--- config.mk ---
export PLATFORM = sky130hd
export DESIGN_NAME = memory_bus_arbiter_flat
export DESIGN_NICKNAME = d
export VERILOG_FILES = /design/src/rtl/memory_bus_arbiter_if.sv /design/src/rtl/memory_bus_arbiter.sv /design/src/flat_wrapper.sv
export SDC_FILE = /design/constraint.sdc
export NUM_CORES = 1
export LEC_CHECK = 0
export CAP_MARGIN = 15
export CORE_MARGIN = 5
export CORE_UTILIZATION = 26
export DETAILED_ROUTE_END_ITERATION = 6
export PLACE_DENSITY_LB_ADDON = 0.2
export SETUP_SLACK_MARGIN = 0.2
export SYNTH_ARGS = -nofsm -noshare
export SYNTH_HDL_FRONTEND = slang
export SYNTH_SLANG_ARGS = --single-unit
--- constraint.sdc ---
create_clock -name clk -period 2.8 [get_ports clk]
set_input_delay 0.42 -clock clk [delete_from_list [all_inputs] [get_ports clk]]
set_output_delay 0.42 -clock clk [all_outputs]
set_load 0.05 [all_outputs]
--- src/rtl/memory_bus_arbiter_if.sv ---
// 16-bit memory_bus: single-beat request/response handshake between one
// master and one slave. Address, data_in and write_enable stay stable while enable is high.
`timescale 1ns/1ps

interface memory_bus;
    logic        enable;
    logic [15:0] address;
    logic [15:0] data_in;
    logic        write_enable;
    logic [15:0] data_out;
    logic        data_ready;

    modport master (
        output enable,
        output address,
        output data_in,
        output write_enable,
        input  data_out,
        input  data_ready
    );

    modport slave (
        input  enable,
        input  address,
        input  data_in,
        input  write_enable,
        output data_out,
        output data_ready
    );
endinterface

--- src/rtl/memory_bus_arbiter.sv ---
// Two-master round-robin arbiter in front of one memory_bus slave. One transaction at a time.
// An optional slave-response timeout is built in when MEMORY_ARBITER_TIMEOUT_EN is defined.
`timescale 1ns/1ps

module memory_bus_arbiter #(
    parameter int unsigned TIMEOUT_CYCLES = 256
) (
    input  logic       clk,
    input  logic       rst_n,
    memory_bus.slave   m0,
    memory_bus.slave   m1,
    memory_bus.master  s,
    output logic [1:0] grant,
    output logic       timeout_err
);

    localparam logic [1:0]  ST_IDLE      = 2'd0;
    localparam logic [1:0]  ST_BUSY0     = 2'd1;
    localparam logic [1:0]  ST_BUSY1     = 2'd2;
    localparam logic [15:0] TIMEOUT_DATA = 16'hDEAD;

    logic [1:0]  state_reg;
    logic [1:0]  state_next;
    logic        last_grant_reg;
    logic        last_grant_next;

    logic [1:0]  req_enable;
    logic [15:0] req_address [2];
    logic [15:0] req_data_in [2];
    logic [1:0]  req_write_enable;

    logic [1:0]  rsp_ready;
    logic [15:0] rsp_data [2];

    logic        busy;
    logic        sel;
    logic        timeout_hit;

    logic        fwd_enable;
    logic [15:0] fwd_address;
    logic [15:0] fwd_data_in;
    logic        fwd_write_enable;

    // Gather both master ports into indexable arrays so the datapath is written once.
    assign req_enable          = {m1.enable, m0.enable};
    assign req_address[0]      = m0.address;
    assign req_address[1]      = m1.address;
    assign req_data_in[0]      = m0.data_in;
    assign req_data_in[1]      = m1.data_in;
    assign req_write_enable    = {m1.write_enable, m0.write_enable};

    assign m0.data_ready       = rsp_ready[0];
    assign m0.data_out         = rsp_data[0];
    assign m1.data_ready       = rsp_ready[1];
    assign m1.data_out         = rsp_data[1];

    assign busy  = (state_reg == ST_BUSY0) || (state_reg == ST_BUSY1);
    assign sel   = (state_reg == ST_BUSY1);
    assign grant = {state_reg == ST_BUSY1, state_reg == ST_BUSY0};

`ifdef MEMORY_ARBITER_TIMEOUT_EN
    localparam logic [15:0] TIMEOUT_LAST = 16'(TIMEOUT_CYCLES - 1);

    logic [15:0] tmo_count_reg;
    logic        timeout_err_reg;

    // Count value k-1 in BUSY cycle k, so the limit fires in cycle TIMEOUT_CYCLES.
    assign timeout_hit = busy && !s.data_ready && (tmo_count_reg == TIMEOUT_LAST);
    assign timeout_err = timeout_err_reg;

    always_ff @(posedge clk or negedge rst_n) begin
        if (!rst_n) begin
            tmo_count_reg   <= 16'h0000;
            timeout_err_reg <= 1'b0;
        end else begin
            if (busy) begin
                tmo_count_reg <= tmo_count_reg + 16'h0001;
            end else begin
                tmo_count_reg <= 16'h0000;
            end
            if (timeout_hit) begin
                timeout_err_reg <= 1'b1;
            end
        end
    end
`else
    logic unused_timeout_cfg;

    assign unused_timeout_cfg = ^TIMEOUT_CYCLES;
    assign timeout_hit        = 1'b0;
    assign timeout_err        = 1'b0;
`endif

    always_comb begin
        state_next      = state_reg;
        last_grant_next = last_grant_reg;
        case (state_reg)
            ST_IDLE: begin
                if (req_enable[0] && req_enable[1]) begin
                    state_next = last_grant_reg ? ST_BUSY0 : ST_BUSY1;
                end else if (req_enable[0]) begin
                    state_next = ST_BUSY0;
                end else if (req_enable[1]) begin
                    state_next = ST_BUSY1;
                end
            end
            ST_BUSY0, ST_BUSY1: begin
                // Completion, abort and timeout all release the bus the same way.
                if (s.data_ready || !req_enable[sel] || timeout_hit) begin
                    state_next      = ST_IDLE;
                    last_grant_next = sel;
                end
            end
            default: begin
                state_next = ST_IDLE;
            end
        endcase
    end

    always_ff @(posedge clk or negedge rst_n) begin
        if (!rst_n) begin
            state_reg      <= ST_IDLE;
            last_grant_reg <= 1'b1;
        end else begin
            state_reg      <= state_next;
            last_grant_reg <= last_grant_next;
        end
    end

    always_comb begin
        fwd_enable       = 1'b0;
        fwd_address      = 16'h0000;
        fwd_data_in      = 16'h0000;
        fwd_write_enable = 1'b0;
        if (busy) begin
            fwd_enable       = req_enable[sel] && !timeout_hit;
            fwd_address      = req_address[sel];
            fwd_data_in      = req_data_in[sel];
            fwd_write_enable = req_write_enable[sel];
        end
    end

    assign s.enable       = fwd_enable;
    assign s.address      = fwd_address;
    assign s.data_in      = fwd_data_in;
    assign s.write_enable = fwd_write_enable;

    genvar gi;
    generate
        for (gi = 0; gi < 2; gi++) begin : g_rsp
            logic granted;

            assign granted       = busy && (sel == ((gi == 1) ? 1'b1 : 1'b0));
            assign rsp_ready[gi] = granted && (s.data_ready || timeout_hit);
            assign rsp_data[gi]  = !granted    ? 16'h0000 :
                                   timeout_hit ? TIMEOUT_DATA : s.data_out;
        end
    endgenerate

endmodule

--- src/flat_wrapper.sv ---
// flat-port wrapper written by rule: the top's interface ports become plain ports
module memory_bus_arbiter_flat 
#(
    parameter int unsigned TIMEOUT_CYCLES = 256
)
  (clk, rst_n, grant, timeout_err, m0_enable, m0_address, m0_data_in, m0_write_enable, m0_data_out, m0_data_ready, m1_enable, m1_address, m1_data_in, m1_write_enable, m1_data_out, m1_data_ready, s_enable, s_address, s_data_in, s_write_enable, s_data_out, s_data_ready);
  memory_bus m0_i ();
  memory_bus m1_i ();
  memory_bus s_i ();
  input  logic clk;
  input  logic rst_n;
  output logic [1:0] grant;
  output logic timeout_err;
  input wire logic [$bits(m0_i.enable)-1:0] m0_enable;
  input wire logic [$bits(m0_i.address)-1:0] m0_address;
  input wire logic [$bits(m0_i.data_in)-1:0] m0_data_in;
  input wire logic [$bits(m0_i.write_enable)-1:0] m0_write_enable;
  output wire logic [$bits(m0_i.data_out)-1:0] m0_data_out;
  output wire logic [$bits(m0_i.data_ready)-1:0] m0_data_ready;
  input wire logic [$bits(m1_i.enable)-1:0] m1_enable;
  input wire logic [$bits(m1_i.address)-1:0] m1_address;
  input wire logic [$bits(m1_i.data_in)-1:0] m1_data_in;
  input wire logic [$bits(m1_i.write_enable)-1:0] m1_write_enable;
  output wire logic [$bits(m1_i.data_out)-1:0] m1_data_out;
  output wire logic [$bits(m1_i.data_ready)-1:0] m1_data_ready;
  output wire logic [$bits(s_i.enable)-1:0] s_enable;
  output wire logic [$bits(s_i.address)-1:0] s_address;
  output wire logic [$bits(s_i.data_in)-1:0] s_data_in;
  output wire logic [$bits(s_i.write_enable)-1:0] s_write_enable;
  input wire logic [$bits(s_i.data_out)-1:0] s_data_out;
  input wire logic [$bits(s_i.data_ready)-1:0] s_data_ready;
  assign m0_i.enable = m0_enable;
  assign m0_i.address = m0_address;
  assign m0_i.data_in = m0_data_in;
  assign m0_i.write_enable = m0_write_enable;
  assign m0_data_out = m0_i.data_out;
  assign m0_data_ready = m0_i.data_ready;
  assign m1_i.enable = m1_enable;
  assign m1_i.address = m1_address;
  assign m1_i.data_in = m1_data_in;
  assign m1_i.write_enable = m1_write_enable;
  assign m1_data_out = m1_i.data_out;
  assign m1_data_ready = m1_i.data_ready;
  assign s_enable = s_i.enable;
  assign s_address = s_i.address;
  assign s_data_in = s_i.data_in;
  assign s_write_enable = s_i.write_enable;
  assign s_i.data_out = s_data_out;
  assign s_i.data_ready = s_data_ready;
  memory_bus_arbiter #(.TIMEOUT_CYCLES(TIMEOUT_CYCLES)) u_core (.clk(clk), .rst_n(rst_n), .m0(m0_i), .m1(m1_i), .s(s_i), .grant(grant), .timeout_err(timeout_err));
endmodule
Word level (Yosys, flattened, before mapping) --
Index checks and enable logic that the tools add are counted.
Cells by class: $add $sub $neg 0, multipliers 0, divide/modulo/power cells 0, $lt $le $gt $ge 2, eq/ne operators 4, shift-type cells 0, multiplexer cells 22, bitwise operators 2, reduce and logical (&&, ||, !) cells 12
Operators by type and width (count):
- $mux W16 | 10
- $mux W2 | 5
- $mux W1 | 6
- $logic_and A1 B1 Y1 | 5
- $ne A4 B3 Y1 const B | 1
- $pmux W2 S2 | 1
- $reduce_and A2 Y1 | 2
- $eq A2 B1 Y1 const B | 1
- $eq A2 B2 Y1 const B | 1
- $ge A2 B2 Y1 const B | 1
- $logic_not A2 Y1 | 1
- $logic_or A1 B1 Y1 | 2
- $lt A1 B2 Y1 const B | 1
- $ne A2 B1 Y1 const B | 1
- $not A1 Y2 | 1
- $reduce_or A2 Y1 | 1
- $logic_not A1 Y1 | 1
- $not A1 Y1 | 1
Word-level totals: register bits 3, bits in latches 0, RAM bits 0, bits in read-only memories 0, input port bits 87, output and inout bits 71, word-level logic and storage cells 44, memories 0

Longest topological paths before layout --
depth in word-level cells 7, gate-level depth with buffers 6, depth with buffers taken out 5

Worst setup path before layout --
No wires, ideal clock.
path type register to output, start reg u_core.state_reg[0], end out s_address[0], arrival 1.865 ns, data required time 2.380 ns, path slack 0.515 ns, stages on the path, launching flop included 6, path buffers 2, path through dfrtp_1 inv_1 ha_1 clkbuf_1 clkbuf_1 nor2b_1
Between the ends: longest elaborated chain between the ends 6, elaborated cells between the ends (all ways) 8, classes of those cells 2 x eq/ne; 4 x mux; 1 x bitwise; 1 x reduce/logical
Ends and longest elaborated chain:
- start: declaration | line memory_bus_arbiter.sv:22 | logic [1:0] state_reg;
- start signal: assignment | line memory_bus_arbiter.sv:125 | state_reg <= state_next;
- $eq A2 B2 Y1 | line memory_bus_arbiter.sv:57, memory_bus_arbiter.sv:58
- $not A1 Y2 (not written as such) | line memory_bus_arbiter.sv:137 | fwd_address = req_address[sel];
- $mux W16 (not written as such) (3 in series) | line memory_bus_arbiter.sv:137
- $mux W16 * | line memory_bus_arbiter.sv:135 | if (busy) begin
- end: declaration | line flat_wrapper.sv:27 | output wire logic [$bits(s_i.address)-1:0] s_address;
Every way passes the cells marked *; elsewhere a longest branch is shown, timed or not. The select of a mux whose other input is x is not followed.

Final worst setup path --
start reg u_core.state_reg[0], end out m1_data_out[5]
Between the ends: longest elaborated chain between the ends 4, elaborated cells between the ends (all ways) 5, classes of those cells 2 x eq/ne; 1 x mux; 2 x reduce/logical
Ends and longest elaborated chain:
- $eq A2 B1 Y1 / $eq A2 B2 Y1 (equally long branches) | line memory_bus_arbiter.sv:57, memory_bus_arbiter.sv:58
- $logic_or A1 B1 Y1 | line memory_bus_arbiter.sv:57 | assign busy = (state_reg == ST_BUSY0) || (state_reg == ST_BUSY1);
- $logic_and A1 B1 Y1 * | line memory_bus_arbiter.sv:153 | assign granted = busy && (sel == ((gi == 1) ? 1'b1 : 1'b0));
- $mux W16 * | line memory_bus_arbiter.sv:155 | assign rsp_data[gi] = !granted ? 16'h0000 :
- end: declaration | line flat_wrapper.sv:24 | output wire logic [$bits(m1_i.data_out)-1:0] m1_data_out;
Every way passes the cells marked *; elsewhere a longest branch is shown, timed or not.

==> results.yml <==
sta:
  min_period_over_period_pct: 89.3
  setup_viol_count_final: 0
  setup_ws_ps: 300
  tightest_slew_ps: 536
  timing.fmax_mhz: 400
  hold_viol: 0
  fin_crit_ps: 2500
  fin_setup_tns_ps: 0
  rsz0062_at_grt: "no"
  slew_headroom_pct: 64.2
  skew_ps: 2.33
  finalMaxSlewViolations: 0
die:
  rows: 23
  dieArea_mm2: 0.00551
  fp.dieH_um: 74.3
  start_util_pct: 26.8
  ios: 158
  die_x_um: 74.3
  fp.coreArea_mm2: 0.00400
pwr:
  power_frac_seq_pct: 2.4
  clockPowerShare_pct: 3.3
  p_leak_uw: 0.00131
  power_switching_uw: 2380
  p_per_area_mw_per_mm2: 1430
  switching_share_pct: 62.5
  peakVddDrop_mv: 0.881
  combPwrFrac_pct: 94.3
  p_int_uw: 1430
place:
  portBuffers: 156
  dpl_worst_slack_ps: 351
  dp_hpwl_mm: 4.36
  place.gp.congestion: 0.738
global_route:
  grt_pass1_wl_mm: 7.02
  grt_max_degree: 38
  grt_overflow: 0
  antenna_found_initial: 0
  grt_use_total_pct: 16.5
  grt_pass1_vias: 1451
synth:
  ys_types: 22
  synth-edff-count: 0
  ys_warn_count: 0
  ys_ff_latch: 3
  synth_area_per_cell_um2: 7.78
  synthFlopType: "dfrtp_1"
  synthesis.area_mm2: 0.00107
  synthCells: 138
  synthArstFlopShare_pct: 100
  synth-seq-area-share_pct: 7.11
  syn_nets: 229
cells_and_area:
  largest_reg_flops: 2
  drive_above_1_share_pct: 15.6
  syn_to_final_growth_pct: 148
  diodes: 0
  layout.nets: 380
  final_cell_mix: "111 x clkdlybuf4s50_1, 36 x buf_4, 35 x mux2i_1, 34 x and2_1, 33 x nor2b_1"
  layout_commonest_cell: "clkdlybuf4s50_1"
route:
  vias_per_cell: 4.38
  avgRoutedWirePerCell_um: 15.3
  dr.pass1.iters: 4
  drtIter0Drc: 33
  antenna_left: 0
  vias: 1481
  drcViolationCount: 0
  drt_wl_total_mm: 5.17
clock_network:
  htree_levels: 1
  cts_buffers: 3
  cts.sinks: 3
  cts_buffer_depth: 2
  postCtsSetupBuffers: 0
  cts.reportedPaths.clkPinSlew_ps: 30
  cts-root-buf: "clkbuf_8"
  insertion_delay_ps: 220
  cts_tree: "yes"
critical_path:
  required_ps: 2380
  crit_type: "flop to primary output"
  cpPeakStageDelay_ps: 800
  arrival_ps: 2080
  end_kind: "primary output"
  cp_num_buf_inv: 2
  critPathLaunchType: "flop"
  crit_chain: "inv_1, ha_4, and2_1, clkdlybuf4s50_1"
  critPathMaxFanout: 25
  path_delay_family: "buffers and inverters"
  cp_slowest_cell: "clkdlybuf4s50_1"
outcome:
  status: "complete, no violations"
worst_hold_path:
  hold_class: "input pin to async pin"
job:
  drv_cap: 0
Yosys cell counts (2+ instances only):
| library cell | n | area, um^2 |
|---|---|---|
| nand2b_1 | 3 | 18.8 |
| and2_1 | 34 | 213 |
| ha_1 | 4 | 50.1 |
| nor2b_1 | 33 | 206 |
| clkbuf_1 | 6 | 22.5 |
| buf_2 | 4 | 20.0 |
| buf_4 | 2 | 15.0 |
| inv_1 | 3 | 11.3 |
| dfrtp_1 | 2 | 50.1 |
| mux2i_1 | 35 | 350 |
worst reg2reg max path: cells and delay by family (launching register included):
kind | cells | cell delay (ps)
multiplexers | 2 | 610
adder cells (fa/ha/maj) | 1 | 330
flip-flops | 1 | 390
AO/OA/AOI/OAI | 1 | 230
buffers and inverters | 2 | 410
cells by family after synthesis:
logic type                 after synthesis  synth area share (%)
muxes                                   36                  34.0
DFF                                      3                  7.11
adders and majority gates                4                  4.66
other                                    1                 0.349
and+or+nand+nor                         73                  42.3
buffers and inverters                   16                  7.46
AOI/OAI and AO/OA                        5                  4.08
path summary, 6_finish.rpt:
path                            cells past startpoint                                 to  slack, ps                              start
max in group asynchronous                           1  u_core.last_grant_reg$_DFFE_PN1P_       2190                              rst_n
worst max register to register                      6    u_core.state_reg[1]$_DFFE_PN0P_        720    u_core.state_reg[0]$_DFFE_PN0P_
worst max-delay path                                4                     m1_data_out[5]        300    u_core.state_reg[0]$_DFFE_PN0P_
min in group clk                                    1  u_core.last_grant_reg$_DFFE_PN1P_        570  u_core.last_grant_reg$_DFFE_PN1P_
worst min register to register                      1  u_core.last_grant_reg$_DFFE_PN1P_        570  u_core.last_grant_reg$_DFFE_PN1P_
worst min-delay path                                1    u_core.state_reg[0]$_DFFE_PN0P_        390                              rst_n
final cells by class:
class / instances / area, um^2
inverters: 3 / 11.3
multi-input cells: 119 / 932
fillers: 344 / 1330
clock buffers: 4 / 45.0
repair buffers: 159 / 1540
flip-flops and latches: 3 / 76.3
well taps: 50 / 62.6
routing by layer:
layer,GRT usage (%),vias up,share of wire [%]
met5,0,-,0
met4,3.56,0,0.27
met3,8.65,2,16
met2,29.3,106,48
met1,17.4,625,35
li1,-,748,-
stage by stage:
stage | cell area, um^2 | hold WS, ps | cells | power [uW] | utilization, %
after detailed placement | 2580 | 543 | 334 | 3700 | 64.5
after global routing | 2670 | 388 | 338 | 3990 | 66.7
after CTS | 2640 | 387 | 338 | 3850 | 65.9
after global placement | 2580 | 535 | 334 | 3680 | 64.5
after floorplan | 1070 | 124 | 138 | 2650 | -
final | 2670 | 386 | 338 | 3810 | 66.7
power by group through the flow:
| stage | combinational (uW) | sequential [uW] | clock [uW] |
|---|---|---|---|
| floorplan | 2570 | 84.1 | 0 |
| global placement | 3590 | 86.3 | 0 |
| detailed placement | 3610 | 89.6 | 0 |
| CTS | 3630 | 91.5 | 130 |
| global route | 3760 | 95.1 | 139 |
| finish | 3590 | 91.7 | 126 |
what timing repair did:
action / CTS / global route
hold buffers: 0 / 0
resized for setup: 1 / 12
hold endpoints to repair: 0 / 0
setup endpoints to repair: 18 / 21
Power figures use the tool's default switching activity.
